`src/rtl/mem_port_arbiter_if.sv`:
```
// mem_port_arbiter_if
//   Bundles every handshake/bus signal around the memory port arbiter:
//   the IF-stage read channel (i_*), the MEM-stage data channel (d_*)
//   and the shared memory port (mem_*).
//
//   Modports:
//     slave  - the arbiter's view. It takes requests from the pipeline,
//              returns completions, drives the memory port and takes
//              mem_ready/mem_rdata.
//     master - the surrounding environment: pipeline stages plus the
//              memory model or bus adapter.
//
//   Signals:
//     i_req, i_addr[31:0]                 instruction read request
//     i_rvalid, i_rdata[31:0], i_err      instruction completion
//     d_req, d_we, d_addr[31:0],
//     d_wdata[31:0], d_wstrb[3:0]         data request
//     d_rvalid, d_rdata[31:0], d_err      data completion
//     mem_req, mem_we, mem_addr[31:0],
//     mem_wdata[31:0], mem_wstrb[3:0]     memory request
//     mem_ready, mem_rdata[31:0]          memory response
interface mem_port_arbiter_if;

  logic        i_req;
  logic [31:0] i_addr;
  logic        i_rvalid;
  logic [31:0] i_rdata;
  logic        i_err;

  logic        d_req;
  logic        d_we;
  logic [31:0] d_addr;
  logic [31:0] d_wdata;
  logic [3:0]  d_wstrb;
  logic        d_rvalid;
  logic [31:0] d_rdata;
  logic        d_err;

  logic        mem_req;
  logic        mem_we;
  logic [31:0] mem_addr;
  logic [31:0] mem_wdata;
  logic [3:0]  mem_wstrb;
  logic        mem_ready;
  logic [31:0] mem_rdata;

  modport slave (
    input  i_req, i_addr,
    output i_rvalid, i_rdata, i_err,
    input  d_req, d_we, d_addr, d_wdata, d_wstrb,
    output d_rvalid, d_rdata, d_err,
    output mem_req, mem_we, mem_addr, mem_wdata, mem_wstrb,
    input  mem_ready, mem_rdata
  );

  modport master (
    output i_req, i_addr,
    input  i_rvalid, i_rdata, i_err,
    output d_req, d_we, d_addr, d_wdata, d_wstrb,
    input  d_rvalid, d_rdata, d_err,
    input  mem_req, mem_we, mem_addr, mem_wdata, mem_wstrb,
    output mem_ready, mem_rdata
  );

endinterface

```
`src/rtl/mem_port_arbiter.sv`:
```
// mem_port_arbiter
//   Shares one 32-bit memory port between instruction fetch (read only)
//   and the data stage (read/write). Only one access is in flight at a
//   time. Data wins arbitration, but after MAX_D_STREAK consecutive data
//   grants with a fetch waiting, the next grant goes to fetch. Misaligned
//   addresses are answered locally with an error and never reach memory.
//   Every memory access is aborted with an error after TIMEOUT cycles
//   without mem_ready. All outputs are registered.
//
//   Ports:
//     clk  - clock, every register updates on posedge
//     rst  - synchronous active-high reset
//     bus  - mem_port_arbiter_if.slave carrying the i_*, d_* and mem_*
//            channels
//
//   Parameters:
//     MAX_D_STREAK - data grants allowed back to back while i_req waits
//     TIMEOUT      - cycles to wait for mem_ready before aborting
module mem_port_arbiter #(
  parameter int MAX_D_STREAK = 4,
  parameter int TIMEOUT      = 64
) (
  input  logic                clk,
  input  logic                rst,
  mem_port_arbiter_if.slave   bus
);

  localparam int STREAK_W = $clog2(MAX_D_STREAK + 1);
  localparam int CNT_W    = (TIMEOUT > 1) ? $clog2(TIMEOUT) : 1;

  typedef enum logic [1:0] {
    IDLE,
    BUSY_I,
    BUSY_D
  } state_t;

  state_t              state;
  state_t              state_next;

  logic [STREAK_W-1:0] streak;
  logic [STREAK_W-1:0] streak_next;
  logic [CNT_W-1:0]    tmo_cnt;
  logic [CNT_W-1:0]    tmo_cnt_next;

  logic                mem_req_q,   mem_req_n;
  logic                mem_we_q,    mem_we_n;
  logic [31:0]         mem_addr_q,  mem_addr_n;
  logic [31:0]         mem_wdata_q, mem_wdata_n;
  logic [3:0]          mem_wstrb_q, mem_wstrb_n;

  logic                i_rvalid_q,  i_rvalid_n;
  logic [31:0]         i_rdata_q,   i_rdata_n;
  logic                i_err_q,     i_err_n;
  logic                d_rvalid_q,  d_rvalid_n;
  logic [31:0]         d_rdata_q,   d_rdata_n;
  logic                d_err_q,     d_err_n;

  logic                d_blocked;
  logic                tmo_hit;

  // Data loses its priority only when fetch is waiting and data has
  // already used up its allowed streak.
  assign d_blocked = bus.i_req && (streak == STREAK_W'(MAX_D_STREAK));
  assign tmo_hit   = (tmo_cnt == CNT_W'(TIMEOUT - 1));

  // Next-state and next-output logic. The completion strobes default to
  // zero so they pulse for exactly one cycle; the memory request fields
  // hold their value unless a grant or a completion changes them.
  always_comb begin
    state_next   = state;
    streak_next  = streak;
    tmo_cnt_next = tmo_cnt;

    mem_req_n    = mem_req_q;
    mem_we_n     = mem_we_q;
    mem_addr_n   = mem_addr_q;
    mem_wdata_n  = mem_wdata_q;
    mem_wstrb_n  = mem_wstrb_q;

    i_rvalid_n   = 1'b0;
    i_rdata_n    = 32'd0;
    i_err_n      = 1'b0;
    d_rvalid_n   = 1'b0;
    d_rdata_n    = 32'd0;
    d_err_n      = 1'b0;

    // Any cycle without a pending fetch ends the data streak.
    if (!bus.i_req) begin
      streak_next = '0;
    end

    case (state)
      IDLE: begin
        tmo_cnt_next = '0;
        if (bus.d_req && !d_blocked) begin
          // Below saturation here whenever i_req is high, since
          // d_blocked already covers the saturated case.
          if (bus.i_req) begin
            streak_next = streak + STREAK_W'(1);
          end
          if (bus.d_addr[1:0] != 2'b00) begin
            d_rvalid_n = 1'b1;
            d_err_n    = 1'b1;
          end else begin
            mem_req_n   = 1'b1;
            mem_we_n    = bus.d_we;
            mem_addr_n  = bus.d_addr;
            mem_wdata_n = bus.d_wdata;
            mem_wstrb_n = bus.d_we ? bus.d_wstrb : 4'b0000;
            state_next  = BUSY_D;
          end
        end else if (bus.i_req) begin
          streak_next = '0;
          if (bus.i_addr[1:0] != 2'b00) begin
            i_rvalid_n = 1'b1;
            i_err_n    = 1'b1;
          end else begin
            mem_req_n   = 1'b1;
            mem_we_n    = 1'b0;
            mem_addr_n  = bus.i_addr;
            mem_wdata_n = 32'd0;
            mem_wstrb_n = 4'b0000;
            state_next  = BUSY_I;
          end
        end
      end

      BUSY_I, BUSY_D: begin
        tmo_cnt_next = tmo_cnt + CNT_W'(1);
        // A ready in the last allowed cycle still completes normally.
        if (bus.mem_ready) begin
          mem_req_n    = 1'b0;
          tmo_cnt_next = '0;
          state_next   = IDLE;
          if (state == BUSY_D) begin
            d_rvalid_n = 1'b1;
            d_rdata_n  = mem_we_q ? 32'd0 : bus.mem_rdata;
          end else begin
            i_rvalid_n = 1'b1;
            i_rdata_n  = bus.mem_rdata;
          end
        end else if (tmo_hit) begin
          mem_req_n    = 1'b0;
          tmo_cnt_next = '0;
          state_next   = IDLE;
          if (state == BUSY_D) begin
            d_rvalid_n = 1'b1;
            d_err_n    = 1'b1;
          end else begin
            i_rvalid_n = 1'b1;
            i_err_n    = 1'b1;
          end
        end
      end

      default: begin
        state_next = IDLE;
      end
    endcase
  end

  // State register. Reset drops any access in flight without reporting it.
  always_ff @(posedge clk) begin
    if (rst) begin
      state <= IDLE;
    end else begin
      state <= state_next;
    end
  end

  // Counters and registered outputs.
  always_ff @(posedge clk) begin
    if (rst) begin
      streak      <= '0;
      tmo_cnt     <= '0;
      mem_req_q   <= 1'b0;
      mem_we_q    <= 1'b0;
      mem_addr_q  <= 32'd0;
      mem_wdata_q <= 32'd0;
      mem_wstrb_q <= 4'b0000;
      i_rvalid_q  <= 1'b0;
      i_rdata_q   <= 32'd0;
      i_err_q     <= 1'b0;
      d_rvalid_q  <= 1'b0;
      d_rdata_q   <= 32'd0;
      d_err_q     <= 1'b0;
    end else begin
      streak      <= streak_next;
      tmo_cnt     <= tmo_cnt_next;
      mem_req_q   <= mem_req_n;
      mem_we_q    <= mem_we_n;
      mem_addr_q  <= mem_addr_n;
      mem_wdata_q <= mem_wdata_n;
      mem_wstrb_q <= mem_wstrb_n;
      i_rvalid_q  <= i_rvalid_n;
      i_rdata_q   <= i_rdata_n;
      i_err_q     <= i_err_n;
      d_rvalid_q  <= d_rvalid_n;
      d_rdata_q   <= d_rdata_n;
      d_err_q     <= d_err_n;
    end
  end

  assign bus.mem_req   = mem_req_q;
  assign bus.mem_we    = mem_we_q;
  assign bus.mem_addr  = mem_addr_q;
  assign bus.mem_wdata = mem_wdata_q;
  assign bus.mem_wstrb = mem_wstrb_q;
  assign bus.i_rvalid  = i_rvalid_q;
  assign bus.i_rdata   = i_rdata_q;
  assign bus.i_err     = i_err_q;
  assign bus.d_rvalid  = d_rvalid_q;
  assign bus.d_rdata   = d_rdata_q;
  assign bus.d_err     = d_err_q;

endmodule
```
`src/flat_wrapper.sv`:
```
// flat-port wrapper written by rule: the top's interface ports become plain ports
module mem_port_arbiter_flat 
#(
  parameter int MAX_D_STREAK = 4,
  parameter int TIMEOUT      = 64
)
  (clk, rst, bus_i_req, bus_i_addr, bus_i_rvalid, bus_i_rdata, bus_i_err, bus_d_req, bus_d_we, bus_d_addr, bus_d_wdata, bus_d_wstrb, bus_d_rvalid, bus_d_rdata, bus_d_err, bus_mem_req, bus_mem_we, bus_mem_addr, bus_mem_wdata, bus_mem_wstrb, bus_mem_ready, bus_mem_rdata);
  mem_port_arbiter_if bus_i ();
  input  logic clk;
  input  logic rst;
  input wire logic [$bits(bus_i.i_req)-1:0] bus_i_req;
  input wire logic [$bits(bus_i.i_addr)-1:0] bus_i_addr;
  output wire logic [$bits(bus_i.i_rvalid)-1:0] bus_i_rvalid;
  output wire logic [$bits(bus_i.i_rdata)-1:0] bus_i_rdata;
  output wire logic [$bits(bus_i.i_err)-1:0] bus_i_err;
  input wire logic [$bits(bus_i.d_req)-1:0] bus_d_req;
  input wire logic [$bits(bus_i.d_we)-1:0] bus_d_we;
  input wire logic [$bits(bus_i.d_addr)-1:0] bus_d_addr;
  input wire logic [$bits(bus_i.d_wdata)-1:0] bus_d_wdata;
  input wire logic [$bits(bus_i.d_wstrb)-1:0] bus_d_wstrb;
  output wire logic [$bits(bus_i.d_rvalid)-1:0] bus_d_rvalid;
  output wire logic [$bits(bus_i.d_rdata)-1:0] bus_d_rdata;
  output wire logic [$bits(bus_i.d_err)-1:0] bus_d_err;
  output wire logic [$bits(bus_i.mem_req)-1:0] bus_mem_req;
  output wire logic [$bits(bus_i.mem_we)-1:0] bus_mem_we;
  output wire logic [$bits(bus_i.mem_addr)-1:0] bus_mem_addr;
  output wire logic [$bits(bus_i.mem_wdata)-1:0] bus_mem_wdata;
  output wire logic [$bits(bus_i.mem_wstrb)-1:0] bus_mem_wstrb;
  input wire logic [$bits(bus_i.mem_ready)-1:0] bus_mem_ready;
  input wire logic [$bits(bus_i.mem_rdata)-1:0] bus_mem_rdata;
  assign bus_i.i_req = bus_i_req;
  assign bus_i.i_addr = bus_i_addr;
  assign bus_i_rvalid = bus_i.i_rvalid;
  assign bus_i_rdata = bus_i.i_rdata;
  assign bus_i_err = bus_i.i_err;
  assign bus_i.d_req = bus_d_req;
  assign bus_i.d_we = bus_d_we;
  assign bus_i.d_addr = bus_d_addr;
  assign bus_i.d_wdata = bus_d_wdata;
  assign bus_i.d_wstrb = bus_d_wstrb;
  assign bus_d_rvalid = bus_i.d_rvalid;
  assign bus_d_rdata = bus_i.d_rdata;
  assign bus_d_err = bus_i.d_err;
  assign bus_mem_req = bus_i.mem_req;
  assign bus_mem_we = bus_i.mem_we;
  assign bus_mem_addr = bus_i.mem_addr;
  assign bus_mem_wdata = bus_i.mem_wdata;
  assign bus_mem_wstrb = bus_i.mem_wstrb;
  assign bus_i.mem_ready = bus_mem_ready;
  assign bus_i.mem_rdata = bus_mem_rdata;
  mem_port_arbiter #(.MAX_D_STREAK(MAX_D_STREAK), .TIMEOUT(TIMEOUT)) u_core (.clk(clk), .rst(rst), .bus(bus_i));
endmodule
```
`config.mk`:
```
export PLATFORM = sky130hd
export DESIGN_NAME = mem_port_arbiter_flat
export DESIGN_NICKNAME = d
export VERILOG_FILES = /design/src/rtl/mem_port_arbiter_if.sv /design/src/rtl/mem_port_arbiter.sv /design/src/flat_wrapper.sv
export SDC_FILE = /design/constraint.sdc
export NUM_CORES = 1
export LEC_CHECK = 0
export CORE_MARGIN = 1.5
export CORE_UTILIZATION = 31
export CTS_BUF_LIST = sky130_fd_sc_hd__clkbuf_8
export DETAILED_ROUTE_END_ITERATION = 7
export GPL_TIMING_DRIVEN = 0
export PLACE_DENSITY = 0.64
export REMOVE_ABC_BUFFERS = 1
export SYNTH_ARGS = -nofsm -noshare
export SYNTH_HDL_FRONTEND = slang
export SYNTH_SLANG_ARGS = --single-unit
```
`constraint.sdc`:
```
create_clock -name clk -period 1.9 [get_ports clk]
set_clock_uncertainty 0.1 [all_clocks]
set_input_delay 0.38 -clock clk [delete_from_list [all_inputs] [get_ports clk]]
set_output_delay 0.38 -clock clk [all_outputs]
set_load 0.05 [all_outputs]
```
==> results.toml, run 1 <==
[sta]
finalSetupViolations = 0
tns_ns = 0
worst_slack_ns = 0.0199
timing.fmax_mhz = 532
worstMarginPinSlew_ns = 0.565
hold_viol_final = 0
rsz0062_at_grt = "true"
max_slew_margin = 0.625
slew_viol_final = 0
min_period_ns = 1.88
finalCritPeriodShare = 0.990

[routing]
finalWirelength_mm = 22.1
avgViaCountPerCell = 5.09
drc = 0
post_drt_wl_per_cell_microns = 19.5
vias = 5775
drt_iter0_markers = 222
ant_nets = 0
dr.pass1.iters = 4

[die]
die_x_microns = 138
coreArea_sq_um = 18000
ioPinCount = 276
die_h_microns = 138
start_util = 0.316
num_rows = 49
dieArea_sq_um = 19100

[hold_path]
holdPathStages = 2
hp-class = "primary input to flop"

[clock_network]
path_clk_slew_ns = 0.10
cts_root_buffer = "clkbuf_8"
htree_num_levels = 4
cts_hold_buf = 0
cts_tree = "done"
cts_buffer_depth = 2
cts.sinks = 149
cts_buffers = 17
clock_latency_ns = 0.44

[logic_synthesis]
synth-seq-cells = 149
ys_types = 42
ys_seq_area_frac = 0.526
syn_area_sq_um = 5670
synth.avg_cell_area_sq_um = 9.48
synth_edf_count = 0
synthFlopType = "dfxtp_1"
async_flop_share = 0
yosysWarnings = 0
syn_inst = 598

[layout]
postLayoutCoreUtil = 0.531
layout-drive-gt1-share = 0.152
final_common_cell = "dfxtp_1"
final_cells = 1134
diodes = 0
final_cell_mix = "dfxtp_1 (145), dlygate4sd2_1 (137), clkdlybuf4s50_1 (132)"
design_area_sq_um = 9530
area_growth_pct = 68.1
nets = 1037

[power_and_ir_drop]
switching_power_mw = 2.21
seq_power_share = 0.465
internal_power_mw = 4.78
vdd_drop_max_mv = 0.393
comb_power_share = 0.207
power_frac_clock = 0.328
cellPowerDensity_nw_per_um2 = 733
switching_share = 0.316
power.leakage_nw = 4.17

[place]
placedInstanceArea_sq_um = 8550
dp_hpwl_mm = 13.2
place_congestion = 0.755
port_buffers = 275
dp_cells = 1057
post-place-ws_ns = -1.61

[critical_path]
worst_r2r_path_depth = 10
worstPathMaxFanout = 18
crit_path_end_kind = "flop"
path_class = "primary input to flop"
crit_arrival_ns = 2.10
cp.required_ns = 2.12
cp-start-kind = "primary input"

[grt]
globalRouteTotalUtil = 0.226
antenna_found_initial = 0
grt_max_degree = 65
grt_pass1_vias = 5683
grt_pass1_wl_mm = 33.3
overflow = 0

[status]
outcome = "completed"

[job]
maxCapViolations = 0
-- sequential cells by signal, indices dropped and copies added (netlist names) --
register              count
u_core.bus.mem_addr      32
u_core.bus.mem_req        1
u_core.bus.i_err          1
u_core.bus.d_rvalid       1
u_core.bus.d_rdata       32
u_core.bus.mem_we         1
u_core.bus.i_rdata       32
u_core.streak             3
u_core.bus.mem_wdata     32
u_core.state              2
u_core.bus.d_err          1
u_core.tmo_cnt            6
u_core.bus.i_rvalid       1
u_core.bus.mem_wstrb      4
-- power groups by stage --
stage	sequential (mW)	clock, mW	combinational [mW]
2_1_floorplan	3.61	0	0.298
3_3_place_gp	3.32	0	1.21
3_5_place_dp	3.32	0	1.26
4_1_cts	3.25	2.36	1.37
5_1_grt	3.26	2.51	1.52
6_report	3.25	2.30	1.45
-- cells by family after synthesis --
family / synth area share
adder cells (fa/ha/maj): 0.0155
flip-flops: 0.526
buffers and inverters: 0.0698
AND/OR/NAND/NOR: 0.201
AO/OA/AOI/OAI: 0.188
-- metrics by stage --
step | hold slack [ns] | power (mW)
after floorplan | 0.348 | 3.91
after global placement | 0.358 | 4.53
after detailed placement | 0.365 | 4.58
after CTS | 0.156 | 6.99
after global routing | 0.178 | 7.29
final | 0.205 | 6.99
-- synth_stat cells (3+ instances only) --
cell type | n | area [sq um]
nor2_1 | 12 | 45.0
o21ai_0 | 38 | 190
nand2_1 | 69 | 259
ha_1 | 7 | 87.6
a21oi_1 | 80 | 400
buf_12 | 4 | 80.1
a311oi_2 | 5 | 75.1
buf_2 | 7 | 35.0
buf_6 | 10 | 113
nor3b_1 | 5 | 37.5
dfxtp_1 | 149 | 2980
a311oi_1 | 27 | 236
nor3_1 | 6 | 30.0
o21a_1 | 3 | 22.5
nand4_1 | 37 | 231
o21ai_1 | 4 | 20.0
inv_1 | 8 | 30.0
clkbuf_1 | 29 | 109
and2_1 | 65 | 407
nand3_1 | 6 | 30.0
-- worst max-delay path, stage by stage --
cell	delay, ns
clkdlybuf4s50_1	0.42
or3b_4	0.43
buf_4	0.19
a2bb2oi_4	0.16
nor2_4	0.20
buf_12	0.20
a311oi_1	0.10
-- worst paths after layout --
| check | startpoint | end | slack [ns] |
|---|---|---|---|
| max reg2reg | u_core.streak[1]$_SDFF_PP0_ | u_core.bus.mem_addr[14]$_SDFFE_PP0P_ | 0.03 |
| min reg2reg | u_core.bus.mem_addr[1]$_SDFFE_PP0P_ | u_core.bus.mem_addr[1]$_SDFFE_PP0P_ | 0.37 |
| max | bus_i_addr[1] | u_core.bus.mem_addr[14]$_SDFFE_PP0P_ | 0.02 |
| min | rst | u_core.bus.mem_wstrb[0]$_SDFFE_PP0P_ | 0.20 |
-- final cells by class --
class	instances	area (sq um)
Fill cell	1698	8430
Clock buffer	17	234
Multi-Input combinational cell	390	2540
Timing Repair Buffer	323	3300
Inverter	8	33.8
Clock inverter	15	119
Timing Repair inverter	3	22.5
Tap cell	229	287
Sequential cell	149	2990
-- routing by layer --
layer | track usage | wire length [microns] | up-vias
li1 | - | - | 2721
met1 | 0.262 | 8720 | 2736
met2 | 0.373 | 10500 | 288
met3 | 0.100 | 2490 | 30
met4 | 0.0704 | 422 | 0
met5 | 0 | 0 | -
-- what timing repair did --
item,in CTS,in global routing
endpoints found under the setup margin,264,89
resized for setup,172,39
gates cloned,9,3
pin swaps,8,30
buffers inserted,25,9
(Power assumes the default switching activity.)
==> inputs of run 2 (changes only) <==
--- a/config.mk
+++ b/config.mk
@@ -5,12 +5,15 @@
 export SDC_FILE = /design/constraint.sdc
 export NUM_CORES = 1
 export LEC_CHECK = 0
+export CAP_MARGIN = 40
+export CELL_PAD_IN_SITES_DETAIL_PLACEMENT = 1
+export CELL_PAD_IN_SITES_GLOBAL_PLACEMENT = 2
 export CORE_MARGIN = 1.5
-export CORE_UTILIZATION = 31
+export CORE_UTILIZATION = 21
 export CTS_BUF_LIST = sky130_fd_sc_hd__clkbuf_8
 export DETAILED_ROUTE_END_ITERATION = 7
 export GPL_TIMING_DRIVEN = 0
-export PLACE_DENSITY = 0.64
+export PLACE_DENSITY = 0.83
 export REMOVE_ABC_BUFFERS = 1
 export SYNTH_ARGS = -nofsm -noshare
 export SYNTH_HDL_FRONTEND = slang
==> run 2 against run 1 <==
  * Combinational power decreased by 6%
  * Critical path type unchanged
  * Clock-buffer cell count increased by 1
  * Largest cell class unchanged
  * Final cell count increased by 8.0%
  * Register-to-register slack gained 0.02 ns
  * Worst hold slack gained 0.099 ns
  * Sequential share of layout area is essentially flat
  * Highest routed layer unchanged
  * Clock power grew 20%
  * Power increased by 5.5%
  * Largest power group unchanged
  * Flip-flop and latch count unchanged
  * Wire length up 3.2%
==> results.toml, run 2 (synthesized netlist as in run 1, its figures left out) <==
[critical_path]
crit_arrival_ns = 2.12
worstPathMaxFanout = 7
r2r_start = "u_core.streak[1]$_SDFF_PP0_"
path_class = "primary input to flop"
ff2ff_setup_slack_ns = 0.05
cp-start-kind = "primary input"
worst_r2r_path_depth = 8
r2r_end = "u_core.bus.mem_addr[23]$_SDFFE_PP0P_"
cp.required_ns = 2.16
crit_path_end_kind = "flop"

[routing]
drc = 0
post_drt_wl_per_cell_microns = 18.7
drt_iter0_markers = 202
dr.pass1.iters = 4
ant_nets = 0
finalWirelength_mm = 22.9
vias = 5605
avgViaCountPerCell = 4.58

[die]
start_util = 0.216
die_x_microns = 167
coreArea_sq_um = 26300
die_h_microns = 167
ioPinCount = 276
num_rows = 59
dieArea_sq_um = 28000

[grt]
overflow = 0
grt_pass1_vias = 6042
grt_use_met3 = 0.0423
grt_pass1_wl_mm = 35.2
grt-busiest-layer = "met2"
use_met1 = 0.188
met2_usage = 0.294
globalRouteTotalUtil = 0.163
grt_max_degree = 67
antenna_found_initial = 0

[clock_network]
clock_latency_ns = 0.45
cts_buffers = 17
cts_root_buffer = "clkbuf_8"
path_clk_slew_ns = 0.10
cts_tree = "done"
cts.sinks = 149
cts_hold_buf = 0
htree_num_levels = 4
cts_buffer_depth = 2

[status]
outcome = "completed"

[layout]
area_growth_pct = 68.1
final_cell_mix = "dfxtp_1 (145), clkdlybuf4s50_1 (133), dlygate4sd2_1 (116)"
diodes = 0
layout-drive-gt1-share = 0.138
nets = 1022
design_area_sq_um = 9530
n_fill_cell = 3066
final_common_cell = "dfxtp_1"

[sta]
finalCritPeriodShare = 0.979
worst_slack_ns = 0.0390
min_period_ns = 1.86
worstMarginPinSlew_ns = 0.562
max_slew_margin = 0.627
hold_viol_final = 0
finalSetupViolations = 0
timing.fmax_mhz = 537
rsz0062_at_grt = "true"
slew_viol_final = 0

[hold_path]
min_from = "rst"
hold_path_end = "u_core.bus.mem_wdata[22]$_SDFFE_PP0P_"
hp-class = "primary input to flop"
holdPathStages = 2

[power_and_ir_drop]
cellPowerDensity_nw_per_um2 = 774
power.leakage_nw = 4.03
vdd_drop_max_mv = 0.456

[place]
port_buffers = 275
place_congestion = 0.747
placedInstanceArea_sq_um = 8770
dp_hpwl_mm = 15.3
post-place-ws_ns = -0.990

[job]
maxCapViolations = 0
==> run 2: cell types whose count changed in the layout (fill, tap and decap cells not counted), sizes merged, moves of 2 or more <==
cell	previous run	this run
clkinvlp	6	0
bufinv	0	2
dlygate4sd2	137	116
clkbuf	20	25
clkdlybuf4s15	2	19
buf	47	36
==> run 2: per-stage QoR <==
step | hold slack (ns) | util | power [mW] | TNS (ns) | instances
after floorplan | 0.348 | - | 3.91 | -173.80 | 545
after global placement | 0.357 | 0.322 | 4.55 | -677.34 | 1155
after detailed placement | 0.366 | 0.334 | 4.62 | -80.42 | 1168
after CTS | 0.255 | 0.356 | 7.48 | 0 | 1220
after global routing | 0.285 | 0.362 | 7.72 | -0.0191 | 1225
final | 0.304 | 0.362 | 7.37 | 0 | 1225
==> run 2: worst max path at each step <==
stage | depth (start not counted) | from | slack, ns | endpoint
2_1_floorplan | 5 | u_core.state[0]$_SDFFE_PP0P_ | -2.48 | u_core.bus.mem_addr[3]$_SDFFE_PP0P_
3_3_place_gp | 3 | rst | -6.55 | u_core.bus.d_rdata[20]$_SDFF_PP0_
3_5_place_dp | 6 | bus_d_req | -0.99 | u_core.bus.mem_addr[26]$_SDFFE_PP0P_
4_1_cts | 8 | u_core.state[1]$_SDFFE_PP0P_ | 0.006 | u_core.bus.d_rdata[10]$_SDFF_PP0_
5_1_grt | 8 | u_core.streak[1]$_SDFF_PP0_ | -0.007 | u_core.bus.mem_wdata[10]$_SDFFE_PP0P_
6_report | 7 | bus_d_addr[1] | 0.04 | u_core.bus.mem_addr[25]$_SDFFE_PP0P_
==> run 2: final cells by class <==
| cell class | count | area [sq um] | area share |
|---|---|---|---|
| Multi-Input combinational cell | 388 | 2480 | 0.260 |
| Tap cell | 335 | 419 | 0.0440 |
| Inverter | 8 | 35.0 | 0.00368 |
| Clock buffer | 18 | 248 | 0.0260 |
| Clock inverter | 14 | 185 | 0.0194 |
| Timing Repair Buffer | 313 | 3170 | 0.333 |
| Sequential cell | 149 | 2990 | 0.314 |
==> run 2: worst max-delay path, cell delays in order <==
cell	delay, ns
clkdlybuf4s50_1	0.47
or3b_4	0.43
o22ai_4	0.20
buf_12	0.17
clkbuf_16	0.15
a21oi_1	0.06
a311oi_1	0.24
==> run 2: power breakdown <==
group	internal [mW]	switching, mW
registers	3.21	0.0417
clock network	1.27	1.48
logic	0.590	0.776
total	5.07	2.30
==> run 2: routing by layer <==
metal	vias up	share of wire
met1	2752	0.41
met4	0	0.014
met3	17	0.052
li1	2682	-
met5	-	0
met2	154	0.52
==> run 2: repair_timing <==
action	4_1_cts	5_1_grt
gates resized for setup	169	48
gates cloned	3	2
endpoints found under the hold margin	0	0
endpoints found under the setup margin	247	97
pin swaps	11	24
buffers inserted	18	4
==> inputs of run 3 (changes only) <==
--- a/config.mk
+++ b/config.mk
@@ -8,10 +8,10 @@
 export CAP_MARGIN = 40
 export CELL_PAD_IN_SITES_DETAIL_PLACEMENT = 1
 export CELL_PAD_IN_SITES_GLOBAL_PLACEMENT = 2
-export CORE_MARGIN = 1.5
 export CORE_UTILIZATION = 21
 export CTS_BUF_LIST = sky130_fd_sc_hd__clkbuf_8
 export DETAILED_ROUTE_END_ITERATION = 7
+export GPL_ROUTABILITY_DRIVEN = 0
 export GPL_TIMING_DRIVEN = 0
 export PLACE_DENSITY = 0.83
 export REMOVE_ABC_BUFFERS = 1
==> run 3 against run 2 <==
  * Largest cell class unchanged
  * Largest power group unchanged
  * Sequential share of layout area fell by 0.13 points
  * Non-clock buffer count is 7 higher
  * Combinational power up 3%
  * Setup slack worse by 0.028 ns
  * The flow now finishes with violations (DRC)
  * Register-to-register slack about the same
==> results.toml, run 3 (synthesized netlist as in run 1, its figures left out) <==
[die]
ioPinCount = 276
coreArea_sq_um = 26300
dieArea_sq_um = 27700
start_util = 0.216
die_h_microns = 166
num_rows = 59
die_x_microns = 166

[routing]
drt_iter0_markers = 216
post_drt_wl_per_cell_microns = 19.2
ant_nets = 0
dr.pass1.iters = 6
drc = 9
finalWirelength_mm = 23.6
vias = 5603
avgViaCountPerCell = 4.55

[critical_path]
r2r_end = "u_core.bus.mem_wdata[24]$_SDFFE_PP0P_"
worst_r2r_path_depth = 9
ff2ff_setup_slack_ns = 0.04
cp-start-kind = "primary input"
slowest_delay_ns = 0.46
cp.required_ns = 2.13
worstPathCellList = "clkdlybuf4s50_1, or3b_4, a2bb2oi_4, buf_4, buf_16, o21ai_0, a21oi_2"
path_class = "primary input to flop"
crit_path_end_kind = "flop"
r2r_start = "u_core.streak[1]$_SDFF_PP0_"
worstPathMaxFanout = 27
slowest_stage = "or3b_4"
crit_arrival_ns = 2.12

[power_and_ir_drop]
switching_power_mw = 2.38
power_mw = 7.22
vdd_drop_max_mv = 0.439
comb_power_share = 0.196
switching_share = 0.330
cellPowerDensity_nw_per_um2 = 754
seq_power_share = 0.451
power_frac_clock = 0.354
internal_power_mw = 4.84
power.leakage_nw = 4.02

[grt]
grt_pass1_wl_mm = 34.9
overflow = 0
use_met1 = 0.192
globalRouteTotalUtil = 0.164
grt_max_degree = 47
grt_pass1_vias = 5961
grt_use_met3 = 0.0396
grt-busiest-layer = "met2"
met2_usage = 0.292
antenna_found_initial = 0

[place]
post-place-ws_ns = -0.901
dp_hpwl_mm = 15.5
port_buffers = 275
placedInstanceArea_sq_um = 8790

[clock_network]
clock_latency_ns = 0.45
cts_buffers = 17
path_clk_slew_ns = 0.11
cts_buffer_depth = 2
cts.sinks = 149
cts_tree = "done"
htree_num_levels = 4
cts_root_buffer = "clkbuf_8"

[layout]
final_cell_mix = "dfxtp_1 (145), clkdlybuf4s50_1 (133), dlygate4sd2_1 (110)"
regArea_sq_um = 2990
multi_input_area_sq_um = 2430
layout-drive-gt1-share = 0.140
n_fill_cell = 3025
design_area_sq_um = 9560
diodes = 0
nets = 1029
area_growth_pct = 68.7
final_common_cell = "dfxtp_1"

[sta]
worstMarginPinSlew_ns = 0.553
worst_slack_ns = 0.0108
rsz0062_at_grt = "true"
slew_viol_final = 0
finalSetupViolations = 0
max_slew_margin = 0.633
hold_viol_final = 0
timing.fmax_mhz = 529
finalCritPeriodShare = 0.994
min_period_ns = 1.89

[hold_path]
holdPathStages = 2
min_from = "rst"
hp-class = "primary input to flop"
hold_path_end = "u_core.bus.mem_wdata[4]$_SDFFE_PP0P_"

[status]
outcome = "finished with violations"
failed_checks = "DRC"

[job]
maxCapViolations = 0
## run 3: final cells by class
class | instances | share of cell area
Clock buffer | 17 | 0.0245
Multi-Input combinational cell | 388 | 0.255
Clock inverter | 15 | 0.0181
Timing Repair Buffer | 320 | 0.343
Sequential cell | 149 | 0.312
Tap cell | 335 | 0.0438
Inverter | 8 | 0.00353
## run 3: worst max-delay path: cells and delay by family
family | cells | cell delay [ns]
and+or+nand+nor | 1 | 0.46
buffers and inverters | 3 | 0.77
AOI/OAI and AO/OA | 3 | 0.50
## run 3: how the worst max path moves through the flow
stage                                  from                               endpoint  slack, ns  cells past startpoint
6_report                      bus_i_addr[1]  u_core.bus.mem_wdata[24]$_SDFFE_PP0P_       0.01                      7
3_3_place_gp                            rst      u_core.bus.d_rdata[12]$_SDFF_PP0_      -6.51                      3
3_5_place_dp                      bus_d_req   u_core.bus.mem_addr[18]$_SDFFE_PP0P_      -0.90                      6
2_1_floorplan  u_core.state[0]$_SDFFE_PP0P_    u_core.bus.mem_addr[3]$_SDFFE_PP0P_      -2.48                      5
4_1_cts         u_core.streak[0]$_SDFF_PP0_   u_core.bus.mem_addr[25]$_SDFFE_PP0P_      0.002                      8
5_1_grt         u_core.streak[0]$_SDFF_PP0_   u_core.bus.mem_wstrb[2]$_SDFFE_PP0P_      -0.03                      9
## run 3: power groups by stage
stage	logic [mW]	clock network, mW	registers (mW)
after floorplan	0.298	0	3.61
after global routing	1.50	2.78	3.27
after global placement	1.22	0	3.32
after detailed placement	1.30	0	3.32
final	1.41	2.55	3.25
after CTS	1.35	2.68	3.25
## run 3: repair_timing
item	4_1_cts	5_1_grt
setup buffers	17	8
pin swaps	6	53
cloned	3	4
gates resized for setup	165	53
hold buffers	0	0
endpoints found under the setup margin	232	91
## run 3: metrics by stage
step	TNS (ns)	utilization	hold slack [ns]	std cells
after floorplan	-173.80	-	0.348	545
after global placement	-673.96	0.322	0.357	1155
after detailed placement	-65.52	0.335	0.367	1170
after CTS	0	0.356	0.235	1221
after global routing	-0.201	0.364	0.264	1232
final	0	0.364	0.287	1232
## run 3: layer usage
metal,wire length [microns],vias to the layer above
li1,-,2704
met1,10200,2731
met2,11900,142
met3,1100,26
met4,470,0
met5,0,-
